## config.mk

```make
export PLATFORM = sky130hd
export DESIGN_NAME = sram_fifo_ctrl
export DESIGN_NICKNAME = d
export VERILOG_FILES = /design/src/rtl/sram_fifo_ctrl_pkg.sv /design/src/rtl/sram_fifo_skid.sv /design/src/rtl/sram_fifo_ctrl.sv
export SDC_FILE = /design/constraint.sdc
export NUM_CORES = 1
export LEC_CHECK = 0
export ABC_CLOCK_PERIOD_IN_PS = 3700
export CORE_UTILIZATION = 42
export CTS_BUF_LIST = sky130_fd_sc_hd__clkbuf_16
export CTS_CLUSTER_SIZE = 12
export DETAILED_ROUTE_END_ITERATION = 12
export MAX_ROUTING_LAYER = met4
export PLACE_DENSITY = 0.75
export SLEW_MARGIN = 20
export SYNTH_ARGS = -nofsm -noshare
export SYNTH_HDL_FRONTEND = slang
export SYNTH_SLANG_ARGS = --single-unit
```

## constraint.sdc

```tcl
create_clock -name clk -period 3.7 [get_ports clk]
set_clock_uncertainty 0.2 [all_clocks]
set_input_delay 0.925 -clock clk [delete_from_list [all_inputs] [get_ports clk]]
set_output_delay 0.925 -clock clk [all_outputs]
set_load 0.005 [all_outputs]
```

## src/rtl/sram_fifo_ctrl_pkg.sv

```systemverilog
// rtl/sram_fifo_ctrl_pkg.sv - shared constants and helpers for the SRAM-backed FIFO
package sram_fifo_ctrl_pkg;

  localparam int SRAM_RD_LAT = 1;

  // Wraps at depth rather than at the address width, so depth need not be a power of two.
  function automatic int ptr_next(input int p, input int depth);
    return (p == depth - 1) ? 0 : p + 1;
  endfunction

  function automatic int lvl_width(input int depth);
    return $clog2(depth + 3);
  endfunction

endpackage

```

## src/rtl/sram_fifo_skid.sv

```systemverilog
// rtl/sram_fifo_skid.sv - 2-entry output buffer that lands SRAM read data
// Entry 0 is always the head; a pop shifts entry 1 down.
module sram_fifo_skid #(
  parameter int WWORD = 32
) (
  input  logic             clk,
  input  logic             rstn,
  input  logic             clr,
  input  logic             wr_valid,
  input  logic [WWORD-1:0] wr_data,
  output logic             out_valid,
  input  logic             out_ready,
  output logic [WWORD-1:0] out_data,
  output logic [1:0]       cnt
);

  logic [WWORD-1:0] ent0_q, ent0_d;
  logic [WWORD-1:0] ent1_q, ent1_d;
  logic [1:0]       cnt_q, cnt_d;
  logic             pop;

  assign out_valid = (cnt_q != 2'd0);
  assign out_data  = ent0_q;
  assign cnt       = cnt_q;
  assign pop       = out_valid & out_ready;

  always_comb begin
    ent0_d = ent0_q;
    ent1_d = ent1_q;
    cnt_d  = cnt_q;
    if (clr) begin
      cnt_d = 2'd0;
    end else begin
      case ({wr_valid, pop})
        2'b01: begin
          ent0_d = ent1_q;
          cnt_d  = cnt_q - 2'd1;
        end
        2'b10: begin
          if (cnt_q == 2'd0) ent0_d = wr_data;
          else               ent1_d = wr_data;
          cnt_d = cnt_q + 2'd1;
        end
        2'b11: begin
          if (cnt_q == 2'd1) begin
            ent0_d = wr_data;
          end else begin
            ent0_d = ent1_q;
            ent1_d = wr_data;
          end
        end
        default: ;
      endcase
    end
  end

  always_ff @(posedge clk or negedge rstn) begin
    if (!rstn) begin
      ent0_q <= '0;
      ent1_q <= '0;
      cnt_q  <= 2'd0;
    end else begin
      ent0_q <= ent0_d;
      ent1_q <= ent1_d;
      cnt_q  <= cnt_d;
    end
  end

endmodule

```

## src/rtl/sram_fifo_ctrl.sv

```systemverilog
// rtl/sram_fifo_ctrl.sv - valid/ready FIFO controller around a 1R/1W SRAM macro
// Pointers, occupancy counters and read issue live here; read data lands in sram_fifo_skid.
module sram_fifo_ctrl
  import sram_fifo_ctrl_pkg::*;
#(
  parameter int WWORD = 32,
  parameter int WADDR = 5,
  parameter int DEPTH = 24,
  parameter int WLVL  = 6
) (
  input  logic             clk,
  input  logic             rstn,
  input  logic             clr,
  input  logic             in_valid,
  output logic             in_ready,
  input  logic [WWORD-1:0] in_data,
  output logic             out_valid,
  input  logic             out_ready,
  output logic [WWORD-1:0] out_data,
  output logic [WLVL-1:0]  level,
  output logic [WADDR-1:0] sram_ab,
  output logic [WWORD-1:0] sram_db,
  output logic             sram_cenb,
  output logic [WADDR-1:0] sram_aa,
  output logic             sram_cena,
  input  logic [WWORD-1:0] sram_qa
);

  localparam logic [WADDR:0] DEPTH_CNT = (WADDR+1)'(DEPTH);

  logic [WADDR-1:0] wptr_q, wptr_d;
  logic [WADDR-1:0] rptr_q, rptr_d;
  logic [WADDR:0]   mem_cnt_q, mem_cnt_d;
  logic             rd_inflight_q, rd_inflight_d;
  logic             in_ready_q, in_ready_d;
  logic [WLVL-1:0]  level_q, level_d;

  logic             push, pop, rd;
  logic [1:0]       skid_cnt;
  logic [2:0]       occ;
  logic             skid_wr;

  // occ is what the skid will hold once everything already requested has landed.
  always_comb begin
    push = in_valid & in_ready_q & ~clr;
    pop  = out_valid & out_ready & ~clr;
    occ  = {1'b0, skid_cnt} + {2'b00, rd_inflight_q} - {2'b00, pop};
    rd   = ~clr & (mem_cnt_q != '0) & (occ < 3'd2);
  end

  always_comb begin
    wptr_d        = wptr_q;
    rptr_d        = rptr_q;
    mem_cnt_d     = mem_cnt_q;
    rd_inflight_d = rd_inflight_q;
    level_d       = level_q;
    in_ready_d    = in_ready_q;
    if (clr) begin
      wptr_d        = '0;
      rptr_d        = '0;
      mem_cnt_d     = '0;
      rd_inflight_d = 1'b0;
      level_d       = '0;
      in_ready_d    = 1'b1;
    end else begin
      if (push) wptr_d = WADDR'(ptr_next(int'(wptr_q), DEPTH));
      if (rd)   rptr_d = WADDR'(ptr_next(int'(rptr_q), DEPTH));
      mem_cnt_d     = mem_cnt_q + (WADDR+1)'(push) - (WADDR+1)'(rd);
      rd_inflight_d = rd;
      level_d       = level_q + WLVL'(push) - WLVL'(pop);
      in_ready_d    = (mem_cnt_d < DEPTH_CNT);
    end
  end

  always_ff @(posedge clk or negedge rstn) begin
    if (!rstn) begin
      wptr_q        <= '0;
      rptr_q        <= '0;
      mem_cnt_q     <= '0;
      rd_inflight_q <= 1'b0;
      level_q       <= '0;
      in_ready_q    <= 1'b0;
    end else begin
      wptr_q        <= wptr_d;
      rptr_q        <= rptr_d;
      mem_cnt_q     <= mem_cnt_d;
      rd_inflight_q <= rd_inflight_d;
      level_q       <= level_d;
      in_ready_q    <= in_ready_d;
    end
  end

  // A read killed by clr still returns qa; it simply is not written into the skid.
  assign skid_wr = rd_inflight_q & ~clr;

  sram_fifo_skid #(
    .WWORD(WWORD)
  ) u_skid (
    .clk      (clk),
    .rstn     (rstn),
    .clr      (clr),
    .wr_valid (skid_wr),
    .wr_data  (sram_qa),
    .out_valid(out_valid),
    .out_ready(out_ready),
    .out_data (out_data),
    .cnt      (skid_cnt)
  );

  assign in_ready  = in_ready_q;
  assign level     = level_q;
  assign sram_ab   = wptr_q;
  assign sram_db   = in_data;
  assign sram_cenb = ~push;
  assign sram_aa   = rptr_q;
  assign sram_cena = ~rd;

endmodule
```

After elaboration in Yosys (flattened, before gate mapping):

Cells that the tools add are included.
Widths: inputs -> output; s select.

* word-level logic and storage cells: 68
* bits in latches: 0
* bits in registers: 90
* memories: 0
* bits of input ports: 69
* memory bits (writable): 0
* ROM bits: 0
* output and inout port bits: 84

* order comparisons: 2
* $mul: 0
* divide/modulo/power cells: 0
* bitwise operators: 10
* muxes and demuxes: 18
* shifts and indexed selects: 0
* add/subtract/negate cells: 10
* equal/unequal tests: 9
* reduce and logical (&&, ||, !) cells: 10

Operator list (count)
* $mux 32: 4
* $pmux 32 s3: 1
* $pmux 32 s2: 1
* $mux 5: 6
* $add 6x1->6: 2
* $mux 6: 2
* $sub 6x1->6: 2
* $add 5x1->5 const B: 2
* $eq 5x5->1 const B: 2
* $reduce_bool 2->1: 4
* $and 1x1->1: 7
* $lt 6x5->1 const B: 1
* $reduce_bool 3->1: 2
* $reduce_bool 6->1: 1
* $eq 2x1->1 const B: 2
* $eq 2x2->1 const B: 2
* $ne 2x2->1 const B: 2
* $pmux 2 s2: 1
* $reduce_and 4->1: 1
* $add 2x1->3: 1
* $lt 3x2->1 const B: 1
* $not 1->1: 3
* $reduce_and 3->1: 1
* $sub 3x1->3: 1
* 6 further kinds: 7

Depth between registers and ports, before layout:

* depth in word-level cells: 9
* mapped depth: 18
* depth with buffers taken out: 17

By module:

A second synthesis with hierarchy kept.

* cell total of the unflattened synthesis: 562
* area, all modules: 5376.4 um^2

Modules (own cells, without submodules)
* sram_fifo_skid: instances 1, area an instance 3599.7 um^2, sequential area each 1651.6 um^2, cells each 375
* sram_fifo_ctrl: instances 1, area an instance 1776.7 um^2, sequential area each 600.6 um^2, cells each 187

Least setup slack after synthesis:

OpenSTA, ideal clock, no wires.

* path kind: input -> register
* start: input clr
* end: register mem_cnt_q[4]
* required time: 3.381 ns
* setup slack: -0.538 ns
* stages on the path: 15
* path buffers: 2
* library setup time: 0.119 ns
* arrival: 3.919 ns
* cell sequence: buf_2 -> buf_2 -> nor3_1 -> o21ai_0 -> fa_1 -> xor2_1 -> nor4b_4 -> ha_1 -> inv_1 -> ha_1 -> fa_1 -> a21oi_1 -> o21bai_1 -> xor2_1 -> and2_1

* cells in the longest elaborated chain, start to end: 7
* elaborated cells between the ends (all ways): 10

Ends and longest elaborated chain
* start, declared: line sram_fifo_ctrl.sv:13 `input logic clr,`
* $not 1->1 (no line)
* $and 1x1->1: line sram_fifo_ctrl.sv:46 `pop = out_valid & out_ready & ~clr;`
* $sub 3x1->3: line sram_fifo_ctrl.sv:47 `occ = {1'b0, skid_cnt} + {2'b00, rd_inflight_q} - {2'b00, pop};`
* $lt 3x2->1: line sram_fifo_ctrl.sv:48 `rd = ~clr & (mem_cnt_q != '0) & (occ < 3'd2);`
* $and 1x1->1: line sram_fifo_ctrl.sv:48
* $sub 6x1->6: line sram_fifo_ctrl.sv:68 `mem_cnt_d = mem_cnt_q + (WADDR+1)'(push) - (WADDR+1)'(rd);`
* $mux 6 *: line sram_fifo_ctrl.sv:58 `if (clr) begin`
* net mem_cnt_d[4]: line sram_fifo_ctrl.sv:33 `logic [WADDR:0] mem_cnt_q, mem_cnt_d;`
* end signal, assigned: line sram_fifo_ctrl.sv:86 `mem_cnt_q <= mem_cnt_d;`
* end, declared: line sram_fifo_ctrl.sv:33

The timed path passes the listed nets; every way through them passes the cells marked *.
A chain may end at the register's enable or synchronous reset.

Final worst setup path:

* start: input clr
* end: register in_ready_q, in the netlist in_ready

* cells in the longest elaborated chain, start to end: 8
* elaborated cells between the ends (all ways): 11

Ends and longest elaborated chain
* $not 1->1 (no line)
* $and 1x1->1: line sram_fifo_ctrl.sv:46
* $sub 3x1->3: line sram_fifo_ctrl.sv:47
* $lt 3x2->1: line sram_fifo_ctrl.sv:48
* $and 1x1->1: line sram_fifo_ctrl.sv:48
* $sub 6x1->6: line sram_fifo_ctrl.sv:68
* $lt 6x5->1: line sram_fifo_ctrl.sv:71 `in_ready_d = (mem_cnt_d < DEPTH_CNT);`
* $mux 1 *: line sram_fifo_ctrl.sv:58
* net in_ready_d: line sram_fifo_ctrl.sv:35 `logic in_ready_q, in_ready_d;`
* end signal, assigned: line sram_fifo_ctrl.sv:89 `in_ready_q <= in_ready_d;`
* end, declared: line sram_fifo_ctrl.sv:35

Marked as above.

==> flow_metrics.py <==
metrics = {
    "timing": {
        "fmax_mhz": 266.1,
        "grt_setup_unrepaired": "yes",
        "slew_headroom": 0.6622,
        "hold_viol": 0,
        "finalWorstSetupSlack_ps": -58.10,
        "tightestPinTransition_ps": 506.8,
        "setup_viol": 3,
        "slew_violations": 0,
        "hold_slack_ps": 306.1,
        "tns_ps": -108.7,
        "fin_crit_sh": 1.016,
        "period_minus_slack_ps": 3758,
    },
    "yosys": {
        "synth_seq_area_share": 0.4891,
        "netlist_instances": 418,
        "synthFlopType": "dfrtp_1",
        "avgSynthCellArea_um2": 11.02,
        "synth.top_cell.area_share": 0.4891,
        "synthTopCellsByCount": "dfrtp_1, nor2_1, a21oi_1",
        "synth_top_area_cell": "dfrtp_1",
        "syn_nets": 507,
        "ys_warn_count": 0,
        "synth-edff-count": 0,
        "syn_area_mm2": 0.004604,
        "async_reset_ff_frac": 1.000,
        "synth.area.top_cells": "dfrtp_1, mux2_2, mux2i_1",
        "ys_ff_latch": 90,
        "synth_most_common_cell": "dfrtp_1",
        "synth.distinct_cells": 42,
    },
    "clock_tree": {
        "cts_root_buffer": "clkbuf_16",
        "clock_path_buffers": 2,
        "cts_hold_buffers": 0,
        "numCtsBuffers": 9,
        "cts-htree-levels": 3,
        "tritoncts": "built",
        "clk_latency_ps": 330,
        "cts_sinks": 90,
        "clk_pin_slew_ps": 70,
    },
    "global_route": {
        "grt_use_total": 0.1780,
        "grt_first_pass_wirelength_mm": 15.61,
        "grt_max_degree": 65,
        "antenna_found_initial": 0,
        "grt.overflow.total": 0,
        "first_global_vias": 3231,
    },
    "outcome": {
        "failed_checks": "setup timing",
        "status": "finished with violations",
    },
    "power": {
        "vdd_drop_max_uv": 317.1,
        "power_density_mw_per_mm2": 789.4,
        "cellLeakagePower_nw": 2.723,
    },
    "setup_path": {
        "critPathMaxStageDelay_ps": 420,
        "setup.worst_path.end_class": "register",
        "cp_cell_sequence": "buf_6, buf_6, nor3_4, o21ai_2, fa_2, xor2_4, nor4b_4, buf_4, ha_4, inv_2, ha_4, fa_2, a21oi_2, o21bai_1, xor2_1, a31oi_1",
        "cp_max_fo": 3,
        "worst_path_dominant_cell_family": "adder cells",
        "crit_type": "primary input to register",
        "cp.required_ps": 3700,
        "cp_num_buf_inv": 4,
        "worst_path_max_delay_cell": "fa_2",
        "cp.arrival_ps": 3750,
        "cp-start-kind": "primary input",
        "reg2reg_slack_ps": -50,
    },
    "routing": {
        "avgViaCountPerCell": 5.122,
        "drtIter0Drc": 116,
        "route.antenna.remaining_nets": 0,
        "wire_per_inst_um": 15.07,
        "dr.pass1.iters": 4,
        "wirelength_mm": 9.539,
        "drc": 0,
        "vias": 3242,
    },
    "cells_and_area": {
        "layout.nets": 581,
        "diodes": 0,
        "syn2layout_area_growth_pct": 29.18,
        "instances_no_fill": 633,
        "drive_above_1_share": 0.1952,
        "regArea_mm2": 0.002252,
        "nFillCells": 903,
        "multi_input_area_mm2": 0.002053,
    },
    "die": {
        "core_area_mm2": 0.01046,
        "pin_count": 153,
        "row_count": 37,
        "die_area_mm2": 0.01139,
        "die_w_um": 106.7,
        "start_util": 0.4401,
        "fp.dieH_um": 106.7,
    },
    "placement": {
        "gp_congestion": 0.7946,
        "port_buffers": 88,
        "dpl.hpwl_mm": 6.432,
        "dp.cells": 609,
    },
    "min_path": {
        "hold_path.class": "register to register",
    },
    "run": {
        "max-cap-violations": 0,
    },
}
-- path summary, 6_finish.rpt --
kind | startpoint | end | cells past startpoint
hold / removal | u_skid.ent1_q[21]$_DFFE_PN0P_ | u_skid.ent1_q[21]$_DFFE_PN0P_ | 1
setup reg to reg | u_skid.cnt[0]$_DFFE_PN0P_ | in_ready$_DFF_PN0_ | 17
setup / recovery | clr | in_ready$_DFF_PN0_ | 16
min in group asynchronous | rstn | sram_aa[3]$_DFFE_PN0P_ | 1
max in group asynchronous | rstn | u_skid.ent1_q[4]$_DFFE_PN0P_ | 2
hold reg to reg | u_skid.ent1_q[21]$_DFFE_PN0P_ | u_skid.ent1_q[21]$_DFFE_PN0P_ | 1
-- through the flow --
step	power [W]	util	instance area, µm²	setup WS, ps
floorplan	0.002882	-	4678	-232.4
global placement	0.003613	0.5295	5540	-716.9
detailed placement	0.003722	0.5295	5540	-726.4
CTS	0.004660	0.5593	5852	38.81
global route	0.005068	0.5685	5948	-258.0
finish	0.004696	0.5685	5948	-58.10
-- timing repair --
action	in CTS	in global routing
setup endpoints to repair	7	4
gates resized for setup	13	15
buffers inserted	2	6
pin swaps	6	11
-- registers in the layout, summed over array words and instances, names as in the netlist, 2 cells and up --
| signal | count |
|---|---|
| level | 6 |
| u_skid.ent1_q | 32 |
| sram_aa | 5 |
| mem_cnt_q | 6 |
| u_skid.cnt | 2 |
| u_skid.out_data | 32 |
| sram_ab | 5 |
-- per-layer routing --
layer / track usage / vias to the layer above / part of all wire
li1: - / 1553 / -
met1: 0.2222 / 1558 / 0.44
met2: 0.2825 / 89 / 0.48
met3: 0.03222 / 42 / 0.043
met4: 0.08121 / 0 / 0.032
met5: - / - / 0
-- power by group --
part / switching, W / internal (W) / total (W)
logic: 0.000908 / 0.00122 / 0.00213
registers: 0.000251 / 0.00142 / 0.00167
clock network: 0.000375 / 0.000521 / 0.000896
total: 0.00153 / 0.00316 / 0.00470
-- placed cells by master (no fill, tap or decap), types with 4 or more instances in the layout --
master,count
a21oi_1,40
buf_4,23
buf_6,4
clkbuf_16,9
clkdlybuf4s50_1,84
dfrtp_1,90
ha_1,14
inv_1,12
inv_2,4
mux2_2,31
mux2i_1,34
nand2_1,14
nand3_1,4
nand4_1,4
nor2_1,48
nor2b_1,5
nor3_1,5
xnor2_1,7
-- logic make-up after synthesis --
| kind of cell | count (synthesis) | share of synthesized area |
|---|---|---|
| xor+xnor | 11 | 0.02092 |
| buf+inv | 67 | 0.08859 |
| mux | 67 | 0.1546 |
| fa+ha+maj | 20 | 0.05924 |
| simple gates | 102 | 0.1101 |
| flops | 90 | 0.4891 |
| compound gates | 61 | 0.07745 |
-- area by class of cell --
class	count	share of cell area
clock buffer	9	0.03786
sequential	90	0.3786
inverter	16	0.01010
multi-input combinational	261	0.3452
timing repair buffer	114	0.1881
clock inverter	7	0.01157
tap	136	0.02861
Note: power is estimated with default switching activity, not from simulation.
